--- src/rtl/fifo_rd_sched_pkg.sv ---
// Shared state encoding, parameter defaults and counter sizing for the
// fifo read scheduler.
package fifo_rd_sched_pkg;

   localparam int DEF_BUS_WIDTH   = 16;
   localparam int DEF_ACK_TIMEOUT = 15;
   localparam int DEF_HOLDOFF     = 3;

   typedef enum logic [1:0] {
      ST_IDLE = 2'd0,
      ST_ACK  = 2'd1,
      ST_HOLD = 2'd2
   } state_e;

   // Counter must hold max(ACK_TIMEOUT, HOLDOFF) without wrapping.
   function automatic int cnt_w(input int a, input int b);
      return $clog2(((a > b) ? a : b) + 1);
   endfunction

endpackage

--- src/rtl/fifo_rd_sched_rr_arb2.sv ---
// Two-way round-robin arbiter: combinational one-hot grant, registered
// last-grant pointer that moves only when a grant is actually taken.
module rr_arb2 (
   input  logic       clkout,
   input  logic       rst_n,
   input  logic [1:0] req,
   input  logic       advance,
   output logic [1:0] gnt
);

   logic last1;  // 1: consumer 1 was granted last

   always_comb begin
      gnt = 2'b00;
      if (req[0] && (!req[1] || last1)) gnt = 2'b01;
      else if (req[1])                  gnt = 2'b10;
   end

   always_ff @(posedge clkout) begin
      if (!rst_n)                 last1 <= 1'b1;
      else if (advance && |gnt)   last1 <= gnt[1];
   end

endmodule

--- src/rtl/fifo_rd_sched.sv ---
// Pulls words from a 1-deep CDC fifo and hands them to one of two consumers,
// with a bounded acknowledge handshake and a hold-off before the next read.
module fifo_rd_sched
   import fifo_rd_sched_pkg::*;
#(
   parameter int BUS_WIDTH   = DEF_BUS_WIDTH,
   parameter int ACK_TIMEOUT = DEF_ACK_TIMEOUT,
   parameter int HOLDOFF     = DEF_HOLDOFF
) (
   input  logic                 clkout,
   input  logic                 rst_n,
   input  logic [BUS_WIDTH-1:0] fifo_dataout,
   input  logic                 fifo_empty_n,
   output logic                 fifo_rd,
   input  logic                 req0,
   input  logic                 req1,
   output logic                 vld0,
   output logic                 vld1,
   output logic [BUS_WIDTH-1:0] data_o,
   output logic                 err
);

   localparam int CW = cnt_w(ACK_TIMEOUT, HOLDOFF);

   state_e        state;
   logic [CW-1:0] cnt;
   logic [1:0]    gnt;
   logic          advance;

   assign advance = (state == ST_IDLE) && fifo_empty_n && (req0 || req1);

   rr_arb2 u_arb (
      .clkout  (clkout),
      .rst_n   (rst_n),
      .req     ({req1, req0}),
      .advance (advance),
      .gnt     (gnt)
   );

   always_ff @(posedge clkout) begin
      if (!rst_n) begin
         state   <= ST_IDLE;
         fifo_rd <= 1'b0;
         vld0    <= 1'b0;
         vld1    <= 1'b0;
         data_o  <= '0;
         err     <= 1'b0;
         cnt     <= '0;
      end else begin
         vld0 <= 1'b0;
         vld1 <= 1'b0;
         case (state)
            ST_IDLE: if (advance) begin
               data_o  <= fifo_dataout;
               vld0    <= gnt[0];
               vld1    <= gnt[1];
               fifo_rd <= 1'b1;
               cnt     <= '0;
               state   <= ST_ACK;
            end
            // A real acknowledge beats a timeout landing on the same cycle.
            ST_ACK: if (!fifo_empty_n || cnt == CW'(ACK_TIMEOUT - 1)) begin
               if (fifo_empty_n) err <= 1'b1;
               fifo_rd <= 1'b0;
               cnt     <= CW'(HOLDOFF - 1);
               state   <= ST_HOLD;
            end else begin
               cnt <= cnt + 1'b1;
            end
            ST_HOLD: if (cnt == '0) state <= ST_IDLE;
                     else           cnt   <= cnt - 1'b1;
            default: state <= ST_IDLE;
         endcase
      end
   end

endmodule

--- config.mk ---
export PLATFORM = sky130hd
export DESIGN_NAME = fifo_rd_sched
export DESIGN_NICKNAME = d
export VERILOG_FILES = /design/src/rtl/fifo_rd_sched_pkg.sv /design/src/rtl/fifo_rd_sched_rr_arb2.sv /design/src/rtl/fifo_rd_sched.sv
export SDC_FILE = /design/constraint.sdc
export NUM_CORES = 1
export LEC_CHECK = 0
export BUFFER_PORTS_ARGS = -buffer_cell sky130_fd_sc_hd__clkbuf_2
export CAP_MARGIN = 0
export CORE_AREA = 2 2 48 68
export DETAILED_ROUTE_END_ITERATION = 8
export DIE_AREA = 0 0 50 70
export PLACE_DENSITY = 0.7
export SLEW_MARGIN = 20
export SYNTH_ARGS = -nofsm -noshare
export SYNTH_HDL_FRONTEND = slang
export SYNTH_HIERARCHICAL = 1
export SYNTH_SLANG_ARGS = --single-unit
export TNS_END_PERCENT = 5
--- constraint.sdc ---
create_clock -name clkout -period 4.9 [get_ports clkout]
set_input_delay 1.47 -clock clkout [delete_from_list [all_inputs] [get_ports clkout]]
set_output_delay 1.47 -clock clkout [all_outputs]
set_load 0.01 [all_outputs]
==> impl_metrics.tcl, run 1 <==
set metrics [dict create \
    min_to "data_o[10]$_SDFFE_PN0P_" \
    final_cell_area_um2 1510 \
    setup_viol_count_final 0 \
    dpl-instance-area_um2 1460 \
    ff2ff_path_depth 7 \
    hold_class "register to register" \
    crit_slowest_cell "or2_1" \
    cp_slowest_stage_delay_ns 0.51 \
    clock-skew-final_ns 0.00400 \
    min_from "data_o[10]$_SDFFE_PN0P_" \
    fin_hold_ws_ns 0.464 \
    worstPathArrival_ns 3.01 \
    start_util_pct 41.9 \
    die_area_um2 3500 \
    maxCapViolCount 0 \
    cts.reportedPaths.clkPinSlew_ns 0.09 \
    hold_buffers 0 \
    rsz0062_at_grt "no" \
    fill_cells 287 \
    ant_nets 0 \
    detailed_place_hpwl_mm 2.19 \
    crit_path_cell_trace "clkbuf_2, o21ai_1, or2_1, inv_2, and3_1, o21ai_2" \
    postCtsSetupBuffers 0 \
    n_antenna_cell 0 \
    reg2reg_to "u_arb/last1$_SDFFE_PN1P_" \
    yosysWarnings 6 \
    power.total_uw 625 \
    timing.fmax_mhz 358 \
    core-area_um2 2970 \
    max-slew-margin-rel_pct 52.4 \
    routabilityCongestion 0.859 \
    avgSynthCellArea_um2 8.19 \
    grt_pass1_vias 1199 \
    critPathLaunchType "input port" \
    drt-vias-per-instance 5.16 \
    finalMaxSlewViolations 0 \
    die_w_um 50 \
    grt_pass1_wl_mm 5.04 \
    cp-end-kind "register" \
    syn_inst 152 \
    first_iter_violations 30 \
    ys_types 34 \
    syn_nets 181 \
    area_growth_pct 20.9 \
    io_pins 41 \
    r2r_start "state[0]$_SDFFE_PN0P_" \
    grt_max_degree 24 \
    hold_viol 0 \
    ys_async_sr_fraction_pct 0 \
    fin_nets 219 \
    post_cts_resized 0 \
    synth_edf_count 0 \
    syn_area_um2 1240 \
    clockBufferDepth 2 \
    portBuffers 40 \
    vias 1177 \
    power_density_nw_per_um2 415 \
    power.leakage_nw 0.678 \
    post-route-period-util_pct 57.1 \
    max_slew.worst_pin.slew_ns 0.713 \
    drtPass1Iterations 4 \
    drcViolationCount 0 \
    r2r_setup_slack_ns 2.93 \
    ys_seq_area_share_pct 43.4 \
    clock_latency_ns 0.27 \
    gr-usage-all-layers_pct 17.7 \
    critPathKind "input port to register" \
    synth-seq-cells 27 \
    seqCellArea_um2 541 \
    cts_buffers 3 \
    cts.sinks 27 \
    multi_input_area_um2 629 \
    layout_setup_ws_ns 2.10 \
    status "finished clean" \
    drive_above_1_share_pct 25.4 \
    rows 24 \
    grt_antenna_before_repair 0 \
    hold_depth 2 \
    irDropWorstVdd_mv 0.263 \
    period_minus_slack_ns 2.80 \
    wl_per_cell_um 12.6 \
    grt_overflow 0 \
    drt-total-wl_mm 2.88 \
    root_buffer "clkbuf_8" \
    critPathMaxFanout 21 \
    preCtsSetupSlack_ns 1.79 \
    ys.flop_type "dfxtp_1" \
    crit_required_ns 5.11 \
    die_y_um 70 \
    tns_ns 0 \
    htree_levels 1 \
    cts_tree "yes" \
]
## flip-flops by register name, summed over array words and instances, names as in the netlist
signal / count
vld0: 1
u_arb/last1: 1
err: 1
state: 2
vld1: 1
fifo_rd: 1
data_o: 16
cnt: 4
## synth_stat cells (2+ instances only)
library cell | count | area [µm²]
buf_2 | 3 | 15.0
o21ai_0 | 5 | 25.0
a21oi_1 | 21 | 105
nand2_1 | 35 | 131
and3_1 | 5 | 31.3
dfxtp_1 | 27 | 541
and2_1 | 2 | 12.5
nand3_1 | 3 | 15.0
nor3_1 | 2 | 10.0
inv_1 | 9 | 33.8
ha_1 | 8 | 100
nand2b_1 | 2 | 12.5
clkbuf_1 | 3 | 11.3
nor2_1 | 4 | 15.0
mux2i_1 | 2 | 20.0
o22ai_1 | 2 | 12.5
a21boi_0 | 2 | 15.0
## worst max-delay path: cells and delay by family
kind | cells | cell delay [ns]
AO/OA/AOI/OAI | 2 | 0.39
buffers and inverters | 2 | 0.38
AND/OR/NAND/NOR | 2 | 0.76
## worst max-delay path by stage
stage	from	to	slack, ns	depth (start not counted)
after global placement	req1	u_arb/last1$_SDFFE_PN1P_	1.88	6
final	req1	u_arb/last1$_SDFFE_PN1P_	2.10	6
after floorplan	req1	u_arb/last1$_SDFFE_PN1P_	2.31	7
after global routing	req1	u_arb/last1$_SDFFE_PN1P_	1.92	6
after CTS	req1	u_arb/last1$_SDFFE_PN1P_	2.08	6
after detailed placement	req1	u_arb/last1$_SDFFE_PN1P_	1.79	6
## placed cells by master, fill, tap and decap left out, types with 2 or more instances in the layout
cell	netlist	final
o22ai_1	2	2
clkbuf_2	0	40
nand2_1	35	35
a21oi_1	21	21
mux2i_1	2	2
nor2_1	4	4
inv_1	9	9
nor3_1	2	2
clkbuf_8	0	3
ha_1	8	8
o21ai_0	5	5
and2_1	2	2
dfxtp_1	27	27
nand2b_1	2	2
a21boi_0	2	2
nand3_1	3	3
and3_1	5	5
## per-layer routing
metal | GRT usage, % | vias up | share of wire (%)
li1 | - | 590 | -
met1 | 19.5 | 556 | 40
met2 | 33.5 | 27 | 55
met3 | 2.99 | 4 | 4.1
met4 | 4.94 | 0 | 1.1
met5 | 0 | - | 0
## where the power goes
group / internal [mW] / total (mW) / switching, mW
registers: 0.251 / 0.272 / 0.0217
clock network: 0.0576 / 0.128 / 0.0700
logic: 0.0910 / 0.225 / 0.134
## per-stage QoR
step | instances | util [%]
finish | 228 | 50.6
global placement | 224 | 49.0
CTS | 228 | 50.6
detailed placement | 224 | 49.0
global route | 228 | 50.6
floorplan | 152 | -
## final cells by class
| class | instances | share of cell area [%] |
|---|---|---|
| clock buffers | 3 | 2.74 |
| clock inverters | 1 | 0.499 |
| flip-flops and latches | 27 | 35.9 |
| inverters | 10 | 2.49 |
| multi-input cells | 108 | 41.8 |
| well taps | 39 | 3.24 |
| repair buffers | 40 | 13.3 |
## cells by family after synthesis
family	after synthesis	share of synthesized area [%]
AOI/OAI and AO/OA	41	20.2
adders and majority gates	8	8.04
and+or+nand+nor	57	20.7
buffers and inverters	17	6.03
muxes	2	1.61
DFF	27	43.4
Note: power is estimated with default switching activity, not from simulation.
==> run 2: changes to the inputs <==
- clock period: 4.9 -> 2.7 ns (I/O delays scaled with it)
==> impl_metrics.tcl, run 2 (synthesized netlist as in run 1, its figures left out) <==
set metrics [dict create \
    status "finished clean" \
    drive_above_1_share_pct 25.8 \
    path_buf_inv 1 \
    area_growth_pct 21.5 \
    finalMaxSlewViolations 0 \
    cts_buffers 3 \
    clock_latency_ns 0.27 \
    critPathLaunch "cnt[0]$_SDFFE_PN0P_" \
    r2r_setup_slack_ns 0.82 \
    wl_per_cell_um 12.1 \
    routabilityCongestion 0.859 \
    max-slew-margin-rel_pct 53.5 \
    reg2reg_to "state[1]$_SDFFE_PN0P_" \
    post_cts_resized 0 \
    grt_overflow 0 \
    fill_cells 294 \
    clockBufferDepth 2 \
    power_density_nw_per_um2 754 \
    p_comb_share_pct 36.0 \
    cp_slowest_stage_delay_ns 0.40 \
    cts.sinks 27 \
    grt_pass1_wl_mm 4.75 \
    final_cell_area_um2 1510 \
    period_minus_slack_ns 1.88 \
    preCtsSetupSlack_ns 0.631 \
    cts_tree "yes" \
    drcViolationCount 0 \
    post-route-period-util_pct 69.6 \
    fin_nets 220 \
    hold_viol 0 \
    die_w_um 50 \
    largest_reg_flops 16 \
    vias 1172 \
    drt-total-wl_mm 2.77 \
    crit_path_cell_trace "inv_1, ha_1, or3b_1, a222oi_1, mux2i_1, nor2_1" \
    r2r_start "cnt[0]$_SDFFE_PN0P_" \
    max_slew.worst_pin.slew_ns 0.697 \
    crit_path_end "state[1]$_SDFFE_PN0P_" \
    die_y_um 70 \
    gr-usage-all-layers_pct 16.8 \
    io_pins 41 \
    hold_class "register to register" \
    mostFrequentLayoutCells "clkbuf_2 (40), nand2_1 (35), dfxtp_1 (27)" \
    critPathLaunchType "register" \
    detailed_place_hpwl_mm 2.06 \
    regMostFlops "data_o" \
    clock-skew-final_ns 0.00225 \
    power.leakage_nw 0.682 \
    crit_slowest_cell "a222oi_1" \
    grt_max_degree 24 \
    final_common_cell "clkbuf_2" \
    placed_cells 225 \
    setup_viol_count_final 0 \
    crit_required_ns 2.84 \
    layout_setup_ws_ns 0.821 \
    dpl-instance-area_um2 1460 \
    n_antenna_cell 0 \
    postCtsSetupBuffers 0 \
    critical-path-top-delay-family "simple AND/OR/NAND/NOR gates" \
    seqPwrFrac_pct 43.5 \
    die_area_um2 3500 \
    tns_ns 0 \
    final_cell_count_no_fill 229 \
    crit_cells 6 \
    portBuffers 40 \
    switching_share_pct 36.1 \
    p_int_uw 730 \
    worstPathArrival_ns 2.02 \
    fin_hold_ws_ns 0.458 \
    ff2ff_path_depth 6 \
    hold_buffers 0 \
    timing.fmax_mhz 532 \
    drt-vias-per-instance 5.12 \
    cts.reportedPaths.clkPinSlew_ns 0.10 \
    maxCapViolCount 0 \
    grt_antenna_before_repair 0 \
    root_buffer "clkbuf_8" \
    rows 24 \
    p_clk_share_pct 20.5 \
    ant_nets 0 \
    top_regs "data_o: 16 flops, cnt: 4 flops, state: 2 flops" \
    rsz0062_at_grt "no" \
    cp-end-kind "register" \
    power.total_mw 1.14 \
    drtPass1Iterations 6 \
    critPathKind "register to register" \
    irDropWorstVdd_mv 0.413 \
    first_iter_violations 41 \
    start_util_pct 41.9 \
    htree_levels 1 \
    critPathMaxFanout 5 \
    core-area_um2 2970 \
    p_sw_uw 411 \
    finish.utilization_pct 50.9 \
    grt_pass1_vias 1139 \
]
run 2: cell types whose count changed in the layout (fill, tap and decap cells not counted), sizes merged:
cell	before	now
buf	0	1
run 2: layer usage:
layer	global-route usage (%)	share of wire [%]
met4	7.41	2.1
met1	19.5	42
met2	29.7	52
met3	2.35	4.3
met5	0	0
run 2: worst min-delay path by stage:
stage / from / endpoint / slack [ns] / cells past startpoint
floorplan: data_o[0]$_SDFFE_PN0P_ / data_o[0]$_SDFFE_PN0P_ / 0.48 / 2
global placement: data_o[14]$_SDFFE_PN0P_ / data_o[14]$_SDFFE_PN0P_ / 0.44 / 2
detailed placement: data_o[6]$_SDFFE_PN0P_ / data_o[6]$_SDFFE_PN0P_ / 0.45 / 2
CTS: data_o[6]$_SDFFE_PN0P_ / data_o[6]$_SDFFE_PN0P_ / 0.46 / 2
global route: data_o[12]$_SDFFE_PN0P_ / data_o[12]$_SDFFE_PN0P_ / 0.49 / 2
finish: data_o[10]$_SDFFE_PN0P_ / data_o[10]$_SDFFE_PN0P_ / 0.46 / 2
run 2: worst reg2reg max path, stage by stage, from the launching register on:
cell and delay, ns:
dfxtp_1 0.37, inv_1 0.14, ha_1 0.17, or3b_1 0.35
a222oi_1 0.40, mux2i_1 0.27, nor2_1 0.06
run 2: area by class of cell:
type	instances	area [µm²]	area share, %
clock buffer	3	41.3	2.73
inverter	10	37.5	2.48
sequential	27	541	35.7
clock inverter	1	7.51	0.496
timing repair buffer	41	208	13.7
tap	39	48.8	3.23
multi-input combinational	108	629	41.6
run 2: power groups by stage:
| stage | Clock (mW) | Combinational, mW | Sequential [mW] |
|---|---|---|---|
| CTS | 0.239 | 0.410 | 0.496 |
| global route | 0.259 | 0.456 | 0.507 |
| global placement | 0 | 0.399 | 0.501 |
| floorplan | 0 | 0.277 | 0.516 |
| finish | 0.234 | 0.410 | 0.496 |
| detailed placement | 0 | 0.408 | 0.505 |
